==> src/rtl/conv_mac_19.sv <==
// Layer-19 convolution MAC: pops weight/activation pairs over ap_fifo ports, accumulates
// KERN_SIZE products, requantizes (round, shift, optional ReLU, saturate), pushes one result.
`timescale 1ns/1ps
module conv_mac_19 #(
    parameter int COEFF_W   = 16,
    parameter int DATA_W    = 16,
    parameter int KERN_SIZE = 27,
    parameter int ACC_W     = 40,
    parameter int SHIFT     = 8,
    parameter int RELU      = 0
) (
    input  logic                      ap_clk,
    input  logic                      ap_rst_n,
    input  logic signed [COEFF_W-1:0] weight_V_dout,
    input  logic                      weight_V_empty_n,
    output logic                      weight_V_read,
    input  logic signed [DATA_W-1:0]  data_V_dout,
    input  logic                      data_V_empty_n,
    output logic                      data_V_read,
    output logic signed [DATA_W-1:0]  output_V_din,
    input  logic                      output_V_full_n,
    output logic                      output_V_write
);

    typedef enum logic {ST_ACC = 1'b0, ST_OUT = 1'b1} state_t;

    localparam int CNT_W = (KERN_SIZE > 1) ? $clog2(KERN_SIZE) : 1;
    localparam logic [CNT_W-1:0] CNT_LAST = CNT_W'(KERN_SIZE - 1);
    localparam int RND_POS = (SHIFT > 0) ? SHIFT - 1 : 0;
    localparam logic signed [ACC_W:0] RND = (SHIFT > 0) ? ((ACC_W+1)'(1) << RND_POS) : '0;
    localparam logic signed [ACC_W:0] SAT_MAX = (ACC_W+1)'({1'b0, {(DATA_W-1){1'b1}}});
    localparam logic signed [ACC_W:0] SAT_MIN = -SAT_MAX - (ACC_W+1)'(1);

    // One guard bit above the accumulator keeps the rounding add from overflowing.
    function automatic logic signed [ACC_W:0] round_shift(input logic signed [ACC_W-1:0] x);
        logic signed [ACC_W:0] xe;
        xe = {x[ACC_W-1], x};
        return (xe + RND) >>> SHIFT;
    endfunction

    function automatic logic signed [DATA_W-1:0] saturate(input logic signed [ACC_W:0] y);
        if (y > SAT_MAX) return DATA_W'(SAT_MAX);
        if (y < SAT_MIN) return DATA_W'(SAT_MIN);
        return DATA_W'(y);
    endfunction

    function automatic logic signed [DATA_W-1:0] requant(input logic signed [ACC_W-1:0] x);
        logic signed [ACC_W:0] y;
        y = round_shift(x);
        if (RELU != 0 && y < 0) y = '0;
        return saturate(y);
    endfunction

    state_t                      state_q, state_d;
    logic        [CNT_W-1:0]     cnt_q, cnt_d;
    logic signed [ACC_W-1:0]     acc_q, acc_d;
    logic signed [DATA_W-1:0]    res_q, res_d;
    logic signed [COEFF_W+DATA_W-1:0] prod;
    logic signed [ACC_W-1:0]     sum;
    logic                        fire;

    assign prod = weight_V_dout * data_V_dout;
    assign sum  = acc_q + ACC_W'(prod);
    // Reset gates the pop strobes so nothing leaves the FIFOs while ap_rst_n is low.
    assign fire = ap_rst_n & weight_V_empty_n & data_V_empty_n & (state_q == ST_ACC);
    assign output_V_din = res_q;

    always_comb begin
        state_d        = state_q;
        cnt_d          = cnt_q;
        acc_d          = acc_q;
        res_d          = res_q;
        weight_V_read  = 1'b0;
        data_V_read    = 1'b0;
        output_V_write = 1'b0;
        case (state_q)
            ST_ACC: begin
                if (fire) begin
                    weight_V_read = 1'b1;
                    data_V_read   = 1'b1;
                    if (cnt_q == CNT_LAST) begin
                        res_d   = requant(sum);
                        cnt_d   = '0;
                        acc_d   = '0;
                        state_d = ST_OUT;
                    end else begin
                        acc_d = sum;
                        cnt_d = cnt_q + CNT_W'(1);
                    end
                end
            end
            ST_OUT: begin
                output_V_write = output_V_full_n;
                if (output_V_full_n) state_d = ST_ACC;
            end
            default: state_d = ST_ACC;
        endcase
    end

    always_ff @(posedge ap_clk or negedge ap_rst_n) begin
        if (!ap_rst_n) begin
            state_q <= ST_ACC;
            cnt_q   <= '0;
            acc_q   <= '0;
            res_q   <= '0;
        end else begin
            state_q <= state_d;
            cnt_q   <= cnt_d;
            acc_q   <= acc_d;
            res_q   <= res_d;
        end
    end

endmodule

==> config.mk <==
export PLATFORM = sky130hd
export DESIGN_NAME = conv_mac_19
export DESIGN_NICKNAME = d
export VERILOG_FILES = /design/src/rtl/conv_mac_19.sv
export SDC_FILE = /design/constraint.sdc
export NUM_CORES = 1
export LEC_CHECK = 0
export ABC_AREA = 1
export CORE_MARGIN = 3
export CORE_UTILIZATION = 30
export CTS_CLUSTER_SIZE = 10
export DETAILED_ROUTE_END_ITERATION = 10
export PLACE_DENSITY = 0.41
export SYNTH_ARGS = -nofsm -noshare
export SYNTH_HDL_FRONTEND = slang
export SYNTH_SLANG_ARGS = --single-unit
==> constraint.sdc <==
create_clock -name ap_clk -period 8.1 [get_ports ap_clk]
set_clock_uncertainty 0.05 [all_clocks]
set_input_delay 2.025 -clock ap_clk [delete_from_list [all_inputs] [get_ports ap_clk]]
set_output_delay 2.025 -clock ap_clk [all_outputs]
set_load 0.01 [all_outputs]
==> flow_summary.ini <==
[timing]
fmax_mhz = 118
setup_slack_ns = -0.409
hold_viol = 0
slew_headroom_pct = 39.3
worstMarginPinSlew_ns = 0.910
period_needed_ns = 8.51
rsz0062_at_grt = yes
finalSetupViolCount = 16
post-route-period-util_pct = 105
finalMaxSlewViolations = 0

[place]
io_buffers = 55
dp_hpwl_um = 48700
place_area_sq_um = 21900
gp_congestion = 0.861

[global_routing]
grt_max_degree = 63
grt_pass1_wl_um = 95300
antenna_found_initial = 0
grt_usage_pct = 20.0
grt_overflow = 0
grt_pass1_vias = 17400

[hold_path]
hold_class = reg2reg

[clock_tree]
root_buffer = clkbuf_16
htree_levels = 3
cts_tree = done
clockBufferDepth = 2
clk-insertion-delay-late_ns = 0.35
cts_hold_buf = 0
cts_sinks = 62
cts_made_buffers = 9
cts.clk_slew.worst_paths_ns = 0.07

[drt]
vias = 16200
dr.pass1.iters = 7
vias_per_cell = 4.39
met1Wirelength_um = 26900
ant_nets = 0
wl_per_cell_um = 16.2
drt-total-wl_um = 59900
top_layer = met4
drc = 0
route.met3.wl_um = 1350
drt_iter0_drc = 671
dr_wl_met2_um = 29600

[floorplanning]
ios = 56
fp.dieH_um = 247
fp.dieW_um = 247
core_sq_um = 57000
die-area_sq_um = 61200
initial_core_util_pct = 30.7
rows = 87

[cells_and_area]
num-fill-cells = 5836
antenna_cells = 0
drive_above_1_share_pct = 35.3
postLayoutCoreUtil_pct = 45.0
area_delta_synth_final_pct = 46.6
final_cell_area_sq_um = 25600
nets = 3419

[critical_path]
critPathKind = in2reg
worstSetupEndpointType = flip-flop
cp_common_cell = nand2_1
cp_max_fo = 6
crit_family = adder cells
arrival_ns = 8.75
cp_data_required_time_ns = 8.34
critPathSlowestCell = fa_1
startpoint_type = primary input
critPathMaxStageDelay_ns = 0.54
rrSetupSlack_ns = 2.05
critPathBufInv = 8

[synth]
syn-instance-count = 2456
avgSynthCellArea_sq_um = 7.12
synthMostInstantiatedCell = nand2_1
synth_warnings = 0
ys_types = 34
synth.area.top_cells = fa_1 38%, nand2_1 17%, inv_1 15%
synth_top_cell_area_share_pct = 37.8
synth_common_cells = 785 x nand2_1, 699 x inv_1, 330 x fa_1
ys_seq_area_share_pct = 8.87
synth_edf_count = 0
syn_area_sq_um = 17500
synth_area_leader_cell = fa_1
ys_seq_elements = 62
yosys_most_used_dff = dfrtp_1
postSynth.asyncResetShare_pct = 100
synthesis.nets = 2941

[run_status]
status = finished, violations left
violations = setup timing

[flow_run]
drv_cap = 0
## cells by family after synthesis
group	synth area share, %
and+or+nand+nor	25.1
buffers and inverters	16.7
adders and majority gates	46.2
AOI/OAI and AO/OA	2.10
DFF	8.87
xor gates and xnor gates	0.944
## registers in the layout (all words and copies together), names as in the netlist
signal,flops
cnt_q,5
state_q,1
acc_q,40
output_V_din,16
## per-layer routing
metal / vias up / GRT usage [%]
met2: 203 / 34.5
met3: 80 / 1.37
met4: 0 / 5.46
li1: 7978 / -
met1: 7964 / 27.2
met5: - / 0
## cell usage in the layout (no fill, tap or decap), drive strengths merged, types with 41 or more instances in the layout
cell type / netlist / routed
fa: 330 / 330
o21ai: 41 / 41
nand3: 73 / 73
dfrtp: 62 / 62
ha: 118 / 118
inv: 700 / 699
nor2: 152 / 152
buf: 5 / 482
nand2: 791 / 793
nand4: 42 / 42
## path summary, 6_finish.rpt
path                                                   start                      endpoint  depth (start not counted)
worst min-delay path            output_V_din[15]$_DFFE_PN0P_  output_V_din[15]$_DFFE_PN0P_                          2
min in group asynchronous                           ap_rst_n          cnt_q[4]$_DFFE_PN0P_                          2
max in group asynchronous                           ap_rst_n         acc_q[36]$_DFFE_PN0P_                          2
worst max-delay path                        weight_V_dout[2]   output_V_din[8]$_DFFE_PN0P_                         36
worst min register to register  output_V_din[15]$_DFFE_PN0P_  output_V_din[15]$_DFFE_PN0P_                          2
worst max register to register         acc_q[15]$_DFFE_PN0P_   output_V_din[8]$_DFFE_PN0P_                         30
## per-stage QoR
step	setup slack [ns]	cells	hold WS (ns)	TNS, ns
2_1_floorplan	-0.270	2456	0.406	-3.75
3_3_place_gp	-1.86	3534	0.420	-35.26
3_5_place_dp	-1.85	3534	0.420	-35.77
4_1_cts	-0.495	3640	0.437	-7.36
5_1_grt	-0.784	3695	0.458	-11.85
6_report	-0.409	3695	0.439	-5.85
## cell type report
type | instances | area [sq um] | share of cell area (%)
multi-input combinational | 1621 | 15300 | 59.8
timing repair buffer | 539 | 4870 | 19.0
inverter | 701 | 2650 | 10.3
sequential | 62 | 1550 | 6.05
tap | 756 | 946 | 3.69
clock buffer | 9 | 225 | 0.878
clock inverter | 7 | 55.1 | 0.215
## worst min-delay path, cell delays in order (launching register included)
cell	delay [ns]
dfrtp_1	0.34
nand2_1	0.05
o21ai_0	0.06
## what timing repair did
action	in CTS	in global routing
buffers inserted	83	52
resized for setup	440	289
endpoints found under the hold margin	0	0
pin swaps	260	235
cloned	7	5
setup endpoints to repair	25	16
Power is not shown: default switching activity piles up to over one toggle a cycle in this logic, so the estimate is an artifact.
